**src/rtl/lif_array_if.sv**
```systemverilog
// lif_array_if: timestep handshake, per-neuron currents, run-time config and spike/state results.
interface lif_array_if #(
  parameter int WIDTH    = 8,
  parameter int NEURONS  = 4,
  parameter int REFRAC_W = 3
);
  logic                     in_valid;
  logic                     in_ready;
  logic [NEURONS*WIDTH-1:0] in_current;
  logic [WIDTH-1:0]         threshold;
  logic [1:0]               decay_shift;
  logic [REFRAC_W-1:0]      refrac;
  logic                     out_valid;
  logic                     out_ready;
  logic [NEURONS-1:0]       spikes;
  logic [NEURONS*WIDTH-1:0] out_state;
  modport master (
    output in_valid, in_current, threshold, decay_shift, refrac, out_ready,
    input  in_ready, out_valid, spikes, out_state
  );
  modport slave (
    input  in_valid, in_current, threshold, decay_shift, refrac, out_ready,
    output in_ready, out_valid, spikes, out_state
  );
endinterface

```
**src/rtl/lif_array.sv**
```systemverilog
// lif_array: time-multiplexed leaky integrate-and-fire array, one shared update datapath.
// Refractory counters exist only when LIF_REFRAC_EN is defined.
module lif_array #(
  parameter int WIDTH    = 8,
  parameter int NEURONS  = 4,
  parameter int REFRAC_W = 3
) (
  input logic        clk,
  input logic        rst,
  lif_array_if.slave bus
);
  localparam int IW = $clog2(NEURONS);
  localparam logic [1:0] S_IDLE = 2'd0, S_RUN = 2'd1, S_DONE = 2'd2;
  logic [1:0]               r_state;
  logic [IW-1:0]            r_idx;
  logic [NEURONS*WIDTH-1:0] r_cur, r_mem;
  logic [WIDTH-1:0]         r_thr;
  logic [1:0]               r_k;
  logic [NEURONS-1:0]       r_spk;
  logic [WIDTH-1:0]         w_s, w_c, w_vs;
  logic [WIDTH:0]           w_v;
  logic                     w_fire, w_busy, w_last;
  assign w_s    = r_mem[r_idx*WIDTH +: WIDTH];
  assign w_c    = r_cur[r_idx*WIDTH +: WIDTH];
  // state - (state >> k) never underflows, so one extra bit covers the sum
  assign w_v    = {1'b0, w_s} + {1'b0, w_c} - {1'b0, w_s >> r_k};
  assign w_vs   = w_v[WIDTH] ? '1 : w_v[WIDTH-1:0];
  assign w_fire = w_vs >= r_thr;
  assign w_last = r_idx == IW'(NEURONS - 1);
  assign bus.in_ready  = r_state == S_IDLE;
  assign bus.out_valid = r_state == S_DONE;
  assign bus.spikes    = r_spk;
  assign bus.out_state = r_mem;
`ifdef LIF_REFRAC_EN
  logic [NEURONS*REFRAC_W-1:0] r_rc;
  logic [REFRAC_W-1:0]         r_ref, w_rc;
  assign w_rc   = r_rc[r_idx*REFRAC_W +: REFRAC_W];
  assign w_busy = |w_rc;
  always_ff @(posedge clk or posedge rst) begin
    if (rst) begin
      r_rc  <= '0;
      r_ref <= '0;
    end else begin
      if (r_state == S_IDLE && bus.in_valid) r_ref <= bus.refrac;
      if (r_state == S_RUN) r_rc[r_idx*REFRAC_W +: REFRAC_W] <= w_busy ? w_rc - REFRAC_W'(1) : w_fire ? r_ref : w_rc;
    end
  end
`else
  logic w_unused;
  assign w_unused = ^bus.refrac;
  assign w_busy   = 1'b0;
`endif
  always_ff @(posedge clk or posedge rst) begin
    if (rst) begin
      r_state <= S_IDLE;
      r_idx   <= '0;
      r_cur   <= '0;
      r_mem   <= '0;
      r_thr   <= '0;
      r_k     <= '0;
      r_spk   <= '0;
    end else begin
      if (r_state == S_IDLE && bus.in_valid) begin
        r_cur   <= bus.in_current;
        r_thr   <= bus.threshold;
        r_k     <= bus.decay_shift;
        r_idx   <= '0;
        r_state <= S_RUN;
      end
      if (r_state == S_RUN) begin
        r_mem[r_idx*WIDTH +: WIDTH] <= (w_busy || w_fire) ? '0 : w_vs;
        r_spk[r_idx]                <= !w_busy && w_fire;
        r_idx                       <= r_idx + IW'(1);
        r_state                     <= w_last ? S_DONE : S_RUN;
      end
      if (r_state == S_DONE && bus.out_ready) r_state <= S_IDLE;
    end
  end
endmodule

```
**src/flat_wrapper.sv**
```systemverilog
// flat-port wrapper written by rule: the top's interface ports become plain ports
module lif_array_flat 
#(
  parameter int WIDTH    = 8,
  parameter int NEURONS  = 4,
  parameter int REFRAC_W = 3
)
  (clk, rst, bus_in_valid, bus_in_current, bus_threshold, bus_decay_shift, bus_refrac, bus_out_ready, bus_in_ready, bus_out_valid, bus_spikes, bus_out_state);
  lif_array_if #(.WIDTH(WIDTH), .NEURONS(NEURONS), .REFRAC_W(REFRAC_W)) bus_i ();
  input logic clk;
  input logic rst;
  input wire logic [$bits(bus_i.in_valid)-1:0] bus_in_valid;
  input wire logic [$bits(bus_i.in_current)-1:0] bus_in_current;
  input wire logic [$bits(bus_i.threshold)-1:0] bus_threshold;
  input wire logic [$bits(bus_i.decay_shift)-1:0] bus_decay_shift;
  input wire logic [$bits(bus_i.refrac)-1:0] bus_refrac;
  input wire logic [$bits(bus_i.out_ready)-1:0] bus_out_ready;
  output wire logic [$bits(bus_i.in_ready)-1:0] bus_in_ready;
  output wire logic [$bits(bus_i.out_valid)-1:0] bus_out_valid;
  output wire logic [$bits(bus_i.spikes)-1:0] bus_spikes;
  output wire logic [$bits(bus_i.out_state)-1:0] bus_out_state;
  assign bus_i.in_valid = bus_in_valid;
  assign bus_i.in_current = bus_in_current;
  assign bus_i.threshold = bus_threshold;
  assign bus_i.decay_shift = bus_decay_shift;
  assign bus_i.refrac = bus_refrac;
  assign bus_i.out_ready = bus_out_ready;
  assign bus_in_ready = bus_i.in_ready;
  assign bus_out_valid = bus_i.out_valid;
  assign bus_spikes = bus_i.spikes;
  assign bus_out_state = bus_i.out_state;
  lif_array #(.WIDTH(WIDTH), .NEURONS(NEURONS), .REFRAC_W(REFRAC_W)) u_core (.clk(clk), .rst(rst), .bus(bus_i));
endmodule
```
**config.mk**
```make
export PLATFORM = sky130hd
export DESIGN_NAME = lif_array_flat
export DESIGN_NICKNAME = d
export VERILOG_FILES = /design/src/rtl/lif_array_if.sv /design/src/rtl/lif_array.sv /design/src/flat_wrapper.sv
export SDC_FILE = /design/constraint.sdc
export NUM_CORES = 1
export LEC_CHECK = 0
export ABC_AREA = 1
export ABC_CLOCK_PERIOD_IN_PS = 5400
export BUFFER_PORTS_ARGS = -buffer_cell sky130_fd_sc_hd__buf_2
export CAP_MARGIN = 20
export CORE_MARGIN = 1.5
export CORE_UTILIZATION = 30
export CTS_CLUSTER_DIAMETER = 80
export CTS_CLUSTER_SIZE = 25
export DETAILED_ROUTE_END_ITERATION = 10
export SYNTH_ARGS = -nofsm -noshare
export SYNTH_HDL_FRONTEND = slang
export SYNTH_SLANG_ARGS = --single-unit
```
**constraint.sdc**
```tcl
create_clock -name clk -period 5.4 [get_ports clk]
set_input_delay 1.08 -clock clk [delete_from_list [all_inputs] [get_ports clk]]
set_output_delay 1.08 -clock clk [all_outputs]
set_load 0.03 [all_outputs]
```
==> out/results.tsv, run 1 <==
stage	metric	value	unit
die	core	0.01583	sq mm
logic_synthesis	async_reset_ff_share	100.0	%
layout	syn_to_final_growth	21.48	%
die	rows	46	
detailed_routing	wirelength	12.98	mm
cts	cts_hold_buffers	0	
worst_setup_path	cpPeakStageDelay	590	ps
placed_design	gp_congestion	0.9333	
min_path	worstHoldEndpoint	u_core.r_cur[16]	
worst_setup_path	worst_ep_required_time	5680	ps
worst_setup_path	critical-path-top-delay-family	simple AND/OR/NAND/NOR gates	
die	initial_core_util	30.58	%
layout	insertedDiodeCount	0	
detailed_routing	first_pass_iters	5	
timing	slew_headroom	31.84	%
cts	cts_tree	yes	
cts	clock_latency	340	ps
logic_synthesis	yosysSeqAreaShare	42.40	%
timing	hold_viol_final	0	
power	p_clk_share	48.3	%
cts	htree_levels	3	
logic_synthesis	synthXorXnorAreaFrac	0.5429	%
worst_setup_path	startpoint_type	flip-flop	
layout	layout.nets	807	
min_path	whs_path_depth	2	
cts	clk_pin_slew	60	ps
timing	fin_crit_sh	91.47	%
logic_synthesis	syn_nets	719	
timing	worstMarginPinSlew	1020	ps
layout	fin_util	37.15	%
global_route	grt_pass1_vias	4025	
timing	fin_tns_setup	0	ps
logic_synthesis	synth_edf_count	0	
power	swShare	21.14	%
die	die_area	0.01690	sq mm
logic_synthesis	synth_top_area_share	42.40	%
min_path	hp-start	u_core.r_cur[16]	
placed_design	dp.final_hpwl	9.697	mm
logic_synthesis	synth_mux_area_share	0.8790	%
logic_synthesis	synthCells	638	
detailed_routing	drcViolationCount	0	
global_route	grtUsageTotal	15.98	%
worst_setup_path	r2r_slack	460	ps
logic_synthesis	mappedNetlistArea	0.004840	sq mm
power	ir_drop	0.0001848	V
logic_synthesis	yosys_warnings	0	
run	maxCapViolCount	0	
timing	skew	4.819	ps
layout	stdcell_count	947	
die	die_h	130.0	um
placed_design	port_buffers	83	
power	seqPwrFrac	49.4	%
placed_design	dp_cells	927	
logic_synthesis	yosys.area_share.simple	27.12	%
power	p_int	0.0009811	W
worst_setup_path	rr_startpoint	u_core.r_idx[0]	
logic_synthesis	syn_area_per_cell	7.586	sq um
min_path	hp-class	flip-flop to flip-flop	
global_route	antenna_found_initial	0	
timing	setup_viol	0	
worst_setup_path	cp.buffers_inverters	7	
power	leakage	3.230	nW
logic_synthesis	synthAdderAreaFrac	9.514	%
timing	fmax	202.5	MHz
timing	setup_slack	460.5	ps
placed_design	post-place-ws	405.5	ps
worst_setup_path	cp_common_cell	nand2_1	
logic_synthesis	yosysTopAreaCell	dfrtp_1	
logic_synthesis	synth_top_family_by_area	simple AND/OR/NAND/NOR gates	
cts	clockRootBuffer	clkbuf_16	
cts	clkSinkCount	82	
timing	slew_violations	0	
detailed_routing	vias	4335	
detailed_routing	first_iter_violations	293	
logic_synthesis	synthDistinctLibCells	32	
worst_setup_path	crit_slowest_cell	dfrtp_4	
timing	period_minus_slack	4939	ps
run_status	status	completed	
detailed_routing	vias_per_cell	4.578	
power	p_per_area	211.6	mW/mm^2
cts	clockBufferDepth	2	
logic_synthesis	ys_seq_elements	82	
worst_setup_path	worst-endpoint-arrival	5220	ps
worst_setup_path	crit_path_end_kind	flip-flop	
global_route	grt_max_degree	56	
detailed_routing	antenna_left	0	
logic_synthesis	synth_area_leaders	dfrtp_1 42%, nand2_1 17%, o21ai_0 7.0%	
cts	cts_buffers	9	
global_route	overflow	0	
worst_setup_path	reg2regPathDepth	30	
die	fp.dieW	130.0	um
detailed_routing	routedWlPerCell	13.71	um
global_route	grt_pass1_wl	20.69	mm
worst_setup_path	r2r-end	u_core.bus.out_state[15]	
logic_synthesis	synth_compound_area_share	11.04	%
worst_setup_path	path_class	flip-flop to flip-flop	
worst_setup_path	crit_fanout	25	
power	p_comb_share	2.3	%
logic_synthesis	synth_ff_type	dfrtp_1	
power	p_sw	0.0002629	W
die	io_pins	87	
layout	drive_gt1_share	18.47	%
-- per-stage QoR --
| stage | total power [W] | instance area (sq um) | hold WS (ps) |
|---|---|---|---|
| 5_1_grt | 0.001284 | 5879 | 496.2 |
| 3_5_place_dp | 0.0006559 | 5538 | 461.7 |
| 2_1_floorplan | 0.0006347 | 4840 | 443.6 |
| 6_report | 0.001244 | 5879 | 475.1 |
| 3_3_place_gp | 0.0006556 | 5538 | 460.1 |
| 4_1_cts | 0.001255 | 5824 | 477.8 |
-- metal layers --
metal	part of all wire, %	up-vias	wire, um	global-route usage (%)
met1	48	1959	6280	22.35
met2	44	157	5724	25.18
met3	6.5	12	841	3.485
met5	0	-	0	0
met4	1.0	0	133	3.922
li1	-	2207	-	-
-- layout make-up --
type	instances	area [sq um]
clock buffer	10	229.0
inverter	77	294.0
sequential	82	2057
tap	216	270.3
clock inverter	6	57.56
timing repair buffer	103	590.6
multi-input combinational	453	2381
fill	1662	9948
-- synth_stat cells, types with 2 or more instances --
cell type  count
a21oi_1       22
a31oi_1        6
a32o_1         2
buf_2         14
buf_4          2
clkbuf_1       9
dfrtp_1       82
fa_1           8
ha_1          24
inv_1         77
mux2_2         2
mux2i_1        2
nand2_1      218
nand2_2        3
nand3_1       36
nand3b_1       3
nand4_1       12
nor2_1        32
nor2_2         3
o21ai_0       68
xnor2_1        2
-- worst min-delay path: stages, from the launching register on --
cell and delay (ps):
dfrtp_1 340, nand2_1 50, nand2_1 50
-- registers in the layout (all words and copies together), names as in the netlist --
signal,count
u_core.r_idx,2
u_core.bus.spikes,4
u_core.r_state,2
u_core.bus.out_state,32
u_core.r_cur,32
u_core.r_k,2
u_core.r_thr,8
-- power groups by stage --
stage | Sequential, W | Clock (W) | Combinational, W
after floorplan | 0.000626 | 0 | 0.00000893
after global placement | 0.000626 | 0 | 0.0000299
after detailed placement | 0.000626 | 0 | 0.0000302
after CTS | 0.000614 | 0.000610 | 0.0000302
after global routing | 0.000614 | 0.000637 | 0.0000335
final | 0.000614 | 0.000601 | 0.0000288
-- cells in the final DEF, fill, tap and decap left out, types with 2 or more instances in the layout --
master	n
buf_12	2
xnor2_1	2
nand2_2	3
mux2i_1	2
a21oi_1	22
nand3b_1	3
mux2_2	2
buf_2	83
nand2_1	218
a31oi_1	6
nand4_1	12
clkbuf_16	9
clkinv_2	5
nor2_2	5
clkinvlp_4	2
fa_1	8
o21ai_0	68
a32o_1	2
buf_4	18
nor2_1	30
dfrtp_1	80
ha_1	24
inv_1	75
nand3_1	36
-- how the worst max path moves through the flow --
stage,startpoint,cells after the start,to,slack (ps)
floorplan,u_core.r_idx[0],28,u_core.bus.out_state[16],1090
global placement,u_core.r_idx[0],26,u_core.bus.out_state[14],420
detailed placement,u_core.r_idx[0],27,u_core.bus.out_state[13],410
CTS,u_core.r_idx[0],27,u_core.bus.out_state[13],390
global route,u_core.r_idx[0],28,u_core.bus.out_state[23],-10
finish,u_core.r_idx[0],30,u_core.bus.out_state[15],460
-- cell families (layout without fill, tap and decap cells) --
logic type               Yosys count  count (layout)
AND/OR/NAND/NOR                  312             312
buffers and inverters            103             196
AO/OA/AOI/OAI                    102             102
flip-flops                        82              82
adder cells (fa/ha/maj)           32              32
multiplexers                       4               4
XOR/XNOR                           3               3
-- repair_timing --
item / 4_1_cts / 5_1_grt
setup buffers: 0 / 4
endpoints found under the setup margin: 0 / 32
gates resized for setup: 0 / 5
No activity file was read; power rests on OpenSTA's default activity.
==> inputs of run 2 (changes only) <==
ABC_CLOCK_PERIOD_IN_PS = 5900   (was 5400)
CTS_BUF_LIST = sky130_fd_sc_hd__clkbuf_4   (was default)
CTS_CLUSTER_DIAMETER = 50   (was 80)
clock period = 5.9 ns   (was 5.4 ns; I/O delays follow)
==> run 2 against run 1 <==
- clock skew is 15 ps higher
- sequential share of layout area rose by 1.4 points
- global-route usage rose by 0.36 points
- design area down 4.0%
- first-iteration DRC count increased by 5.5%
- core utilization shrank 1.5 points
- combinational power is 9.7% lower
- total power down 23%
- critical path type unchanged
- largest cell class unchanged
- largest power group unchanged
==> out/results.tsv, run 2 (synthesis gave the netlist of run 1 again) <==
stage	metric	value	unit	change
run_status	status	completed		
power	p_per_area	170.9	mW/mm^2	-19%
layout	insertedDiodeCount	0		unchanged
cts	clkSinkCount	82		unchanged
global_route	grt_max_degree	56		unchanged
die	core	0.01583	sq mm	unchanged
die	die_area	0.01690	sq mm	unchanged
detailed_routing	wirelength	12.89	mm	-0.71%
global_route	grt_pass1_wl	21.05	mm	+1.7%
min_path	hp-class	flip-flop to flip-flop		
global_route	overflow	0		unchanged
worst_setup_path	r2r_slack	750	ps	+290 ps
detailed_routing	drcViolationCount	0		unchanged
die	die_h	130.0	um	unchanged
detailed_routing	vias	4258		-1.8%
placed_design	placed_area	0.005480	sq mm	-1.0%
layout	final_cell_mix	218 x nand2_1, 83 x buf_2, 81 x dfrtp_1		
layout	layout_commonest_cell	nand2_1		
layout	syn_to_final_growth	16.57	%	
layout	drive_gt1_share	16.78	%	-1.7 points
timing	setup_viol	0		unchanged
cts	cts_hold_buffers	0		unchanged
global_route	antenna_found_initial	0		unchanged
worst_setup_path	crit_fanout	21		-16%
run	maxCapViolCount	0		unchanged
worst_setup_path	crit_path_end_kind	flip-flop		
power	ir_drop	0.00008744	V	-53%
timing	rsz0062_at_grt	false		
die	initial_core_util	30.58	%	unchanged
worst_setup_path	r2r-end	u_core.bus.out_state[14]		
die	io_pins	87		unchanged
cts	clockBufferDepth	2		unchanged
detailed_routing	antenna_left	0		unchanged
timing	slew_violations	0		unchanged
timing	worstMarginPinSlew	1017	ps	-3.106 ps
power	leakage	3.119	nW	-3.4%
die	fp.dieW	130.0	um	unchanged
timing	fin_crit_sh	87.33	%	-4.1 points
cts	cts_tree	yes		
worst_setup_path	worst_ep_required_time	6290	ps	+610 ps
detailed_routing	first_iter_violations	309		+5.5%
worst_setup_path	reg2regPathDepth	25		-17%
timing	slew_headroom	32.04	%	+0.21 points
worst_setup_path	worst-endpoint-arrival	5540	ps	+320 ps
cts	clk_pin_slew	130	ps	+70 ps
worst_setup_path	crit_start	u_core.r_idx[0]		
detailed_routing	first_pass_iters	5		unchanged
cts	htree_levels	3		unchanged
worst_setup_path	startpoint_type	flip-flop		
global_route	grtUsageTotal	16.34	%	+0.36 points
cts	clock_latency	440	ps	+100 ps
layout	final_area	0.005642	sq mm	-4.0%
global_route	grt_pass1_vias	4075		+1.2%
placed_design	dp.final_hpwl	9.513	mm	-1.9%
layout	layout.nets	797		-1.2%
placed_design	port_buffers	83		unchanged
cts	cts_buffers	9		unchanged
timing	fmax	194.1	MHz	-4.1%
timing	skew	20.24	ps	+15.42 ps
timing	whs	491.3	ps	+16.25 ps
cts	cts-resized-gates	0		unchanged
worst_setup_path	path_class	flip-flop to flip-flop		
detailed_routing	vias_per_cell	4.544		-0.73%
power	p_total	0.0009641	W	-23%
timing	hold_viol_final	0		unchanged
cts	clockRootBuffer	clkbuf_4		
timing	fin_tns_setup	0	ps	unchanged
worst_setup_path	cp-endpoint	u_core.bus.out_state[14]		
cts	post_cts_buffers	0		unchanged
detailed_routing	routedWlPerCell	13.75	um	+0.35%
placed_design	gp_congestion	0.9203		-1.4%
worst_setup_path	rr_startpoint	u_core.r_idx[0]		
die	rows	46		unchanged
timing	period_minus_slack	5152	ps	+212.9 ps
==> run 2: cell count changes in the layout (fill, tap and decap cells not counted), sizes merged <==
cell	delta
buf	-10
clkinv	-3
bufinv	+1
clkbuf	+1
inv	+1
==> run 2: worst min-delay path by stage <==
stage                                      end  slack [ps]  depth (start not counted)            startpoint
after floorplan               u_core.r_cur[16]         440                          2      u_core.r_cur[16]
after global placement        u_core.r_cur[21]         460                          2      u_core.r_cur[21]
after detailed placement       u_core.r_cur[8]         460                          2       u_core.r_cur[8]
after CTS                      u_core.r_cur[8]         490                          2       u_core.r_cur[8]
after global routing          u_core.r_cur[17]         510                          2      u_core.r_cur[17]
final                     u_core.bus.spikes[3]         490                          2  u_core.bus.spikes[3]
==> run 2: cell type report <==
cell class	count	area (sq um)
clock inverters	5	78.83
clock buffers	11	82.58
repair buffers	93	490.5
flip-flops and latches	82	2053
well taps	216	270.3
inverters	77	290.3
multi-input cells	453	2376
fillers	1702	10190
==> run 2: per-layer routing <==
metal | up-vias | track usage, % | routed length (um)
li1 | 2194 | - | -
met1 | 1929 | 23.99 | 6513
met2 | 126 | 24.68 | 5594
met3 | 9 | 3.075 | 678
met4 | 0 | 4.118 | 102
met5 | - | 0 | 0
==> run 2: power breakdown <==
| group | total, W | switching, W | internal (W) |
|---|---|---|---|
| combinational | 0.0000260 | 0.0000153 | 0.0000108 |
| clock | 0.000376 | 0.000196 | 0.000180 |
| sequential | 0.000562 | 0 | 0.000562 |
==> run 2: worst max-delay path, stage by stage (launching register included) <==
cell and delay (ps):
dfrtp_2 600, buf_4 280, a21oi_1 160, o21ai_0 200
nand2_1 170, nor2_1 50, a31oi_1 220, nor2_1 90
fa_1 510, inv_1 40, ha_1 350, nand2_1 120
inv_1 40, a21oi_1 230, nand2_1 100, nand2_2 140
nand3_1 300, ha_1 410, nand2_1 80, inv_1 50
nand3_1 60, nor3_1 60, nand3b_1 260, nor2_1 350
nand4_1 130, nand2_1 90
==> run 2: through the flow <==
step	util, %	std cells	setup slack (ps)
detailed placement	34.62	921	805.7
CTS	35.64	937	758.6
global route	35.64	937	257.5
floorplan	-	638	1590
finish	35.64	937	747.6
global placement	34.62	921	880.4
==> inputs of run 3 (changes only) <==
BUFFER_PORTS_ARGS = default   (was -buffer_cell sky130_fd_sc_hd__buf_2)
DONT_BUFFER_PORTS = 1   (was default)
==> run 3 against run 2 <==
- worst setup slack got worse by 230 ps
- clock skew shrank 1.3 ps
- via count decreased by 4.8%
- sequential power about the same
- critical endpoint unchanged
- highest routed layer unchanged
==> out/results.tsv, run 3 (synthesis gave the netlist of run 1 again) <==
stage	metric	value	unit	change
timing	hold_viol_final	0		unchanged
timing	slew_violations	0		unchanged
global_route	overflow	0		unchanged
timing	rsz0062_at_grt	false		
cts	htree_levels	3		unchanged
worst_setup_path	r2r_slack	520	ps	-230 ps
placed_design	dp.final_hpwl	9.234	mm	-2.9%
detailed_routing	vias	4052		-4.8%
detailed_routing	antenna_left	0		unchanged
layout	final_area	0.005220	sq mm	-7.5%
die	io_pins	87		unchanged
worst_setup_path	r2r-end	u_core.bus.out_state[14]		
worst_setup_path	crit_path_end_kind	flip-flop		
layout	syn_to_final_growth	7.859	%	
detailed_routing	drcViolationCount	0		unchanged
power	p_comb_share	1.4	%	-1.3 points
cts	clock_latency	450	ps	about the same
cts	cts-resized-gates	0		unchanged
power	swShare	23.10	%	+1.2 points
power	p_sw	0.0002127	W	+0.64%
cts	cts_tree	yes		
timing	slew_headroom	35.03	%	+3.0 points
layout	drive_gt1_share	5.965	%	-11 points
worst_setup_path	rr_startpoint	u_core.r_idx[0]		
cts	clk_pin_slew	140	ps	about the same
global_route	grtUsageTotal	15.76	%	-0.58 points
cts	clockRootBuffer	clkbuf_4		
die	die_area	0.01690	sq mm	unchanged
worst_setup_path	crit_start	u_core.r_idx[0]		
run	maxCapViolCount	0		unchanged
power	seqPwrFrac	61.0	%	+2.7 points
global_route	antenna_found_initial	0		unchanged
placed_design	placed_area	0.005050	sq mm	-7.9%
power	p_clk_share	37.5	%	-1.5 points
die	die_h	130.0	um	unchanged
die	rows	46		unchanged
cts	cts_buffers	9		unchanged
die	initial_core_util	30.58	%	unchanged
cts	post_cts_buffers	0		unchanged
global_route	grt_pass1_wl	20.15	mm	-4.2%
worst_setup_path	worst-endpoint-arrival	5780	ps	+240 ps
detailed_routing	routedWlPerCell	14.81	um	+7.6%
timing	setup_viol	0		unchanged
layout	layout_commonest_cell	nand2_1		
power	p_int	0.0007079	W	-6.0%
detailed_routing	first_pass_iters	5		unchanged
worst_setup_path	crit_fanout	35		+67%
die	fp.dieW	130.0	um	unchanged
global_route	grt_pass1_vias	3801		-6.7%
worst_setup_path	cp-endpoint	u_core.bus.out_state[14]		
layout	insertedDiodeCount	0		unchanged
timing	fin_tns_setup	0	ps	unchanged
run_status	status	completed		
die	core	0.01583	sq mm	unchanged
power	leakage	2.721	nW	-13%
power	p_per_area	176.4	mW/mm^2	+3.2%
detailed_routing	vias_per_cell	4.750		+4.5%
placed_design	port_buffers	0		-100%
worst_setup_path	reg2regPathDepth	25		unchanged
placed_design	gp_congestion	0.9175		-0.30%
power	ir_drop	0.0001355	V	+55%
timing	fin_crit_sh	91.21	%	+3.9 points
worst_setup_path	worst_ep_required_time	6300	ps	about the same
layout	final_cell_mix	218 x nand2_1, 81 x dfrtp_1, 76 x inv_1		
timing	fmax	185.8	MHz	-4.3%
timing	period_minus_slack	5381	ps	+229.1 ps
layout	layout.nets	713		-11%
worst_setup_path	path_class	flip-flop to flip-flop		
cts	cts_hold_buffers	0		unchanged
detailed_routing	first_iter_violations	242		-22%
timing	worstMarginPinSlew	972.2	ps	-44.70 ps
detailed_routing	wirelength	12.63	mm	-2.0%
worst_setup_path	startpoint_type	flip-flop		
global_route	grt_max_degree	83		+48%
cts	clockBufferDepth	2		unchanged
timing	skew	18.94	ps	-1.293 ps
min_path	hp-class	flip-flop to flip-flop		
cts	clkSinkCount	82		unchanged
-- run 3: cell types whose count changed in the layout (fill, tap and decap cells not counted), sizes merged --
cell	delta
bufinv	-1
clkbuf	+1
clkinv	-1
buf	-84
clkinvlp	+1
-- run 3: worst min path at each step --
stage,endpoint,depth (start not counted),from,slack (ps)
final,u_core.r_cur[18],2,u_core.r_cur[18],490
after global routing,u_core.r_cur[18],2,u_core.r_cur[18],510
after CTS,u_core.r_cur[18],2,u_core.r_cur[18],490
after detailed placement,u_core.r_cur[18],2,u_core.r_cur[18],460
after global placement,u_core.r_cur[18],2,u_core.r_cur[18],460
after floorplan,u_core.r_cur[16],2,u_core.r_cur[16],440
-- run 3: cell type report --
cell class	count	area (sq um)
Clock buffer	12	90.09
Clock inverter	4	52.55
Fill cell	1712	10610
Inverter	77	290.3
Multi-Input combinational cell	453	2376
Sequential cell	82	2053
Tap cell	216	270.3
Timing Repair Buffer	9	87.58
-- run 3: metrics by stage --
stage | total power, W | instances | utilization [%] | hold WS [ps] | setup WS [ps]
3_5_place_dp | 0.0005847 | 836 | 31.91 | 460.6 | 633.7
2_1_floorplan | 0.0005809 | 638 | - | 443.6 | 1590
6_report | 0.0009206 | 853 | 32.98 | 488.9 | 518.5
5_1_grt | 0.0009611 | 853 | 32.98 | 506.7 | 92.40
4_1_cts | 0.0009277 | 852 | 32.81 | 491.9 | 603.1
3_3_place_gp | 0.0005847 | 836 | 31.91 | 457.1 | 654.6
-- run 3: worst max-delay path, cell delays in order, from the launching register on --
cell and delay, ps:
dfrtp_2 750, inv_1 400, nand2_1 150, nand3_1 80, nand2_1 190, nor2_1 60, a31oi_1 230, a21oi_1 140
fa_1 550, fa_1 490, inv_1 70, nand2_1 40, nand2_1 90, nand3_1 130, nand3_2 170, nand3_1 300
ha_1 400, inv_1 50, o21ai_0 60, nand2_1 60, nand2_1 40, nand2_1 70, nand3b_1 180, nor2_1 380
nand4_1 150, nand2_1 90
-- run 3: routing by layer --
metal,global-route usage [%],part of all wire (%),up-vias
met5,0,0,-
met4,4.052,1.3,0
met3,4.961,7.9,12
met2,22.84,42,137
met1,22.64,48,1876
li1,-,-,2027
-- run 3: power groups by stage --
stage / Sequential (W) / Clock (W) / Combinational [W]
2_1_floorplan: 0.000573 / 0 / 0.00000817
3_3_place_gp: 0.000573 / 0 / 0.0000120
3_5_place_dp: 0.000573 / 0 / 0.0000121
4_1_cts: 0.000562 / 0.000354 / 0.0000121
5_1_grt: 0.000562 / 0.000383 / 0.0000160
6_report: 0.000562 / 0.000345 / 0.0000133
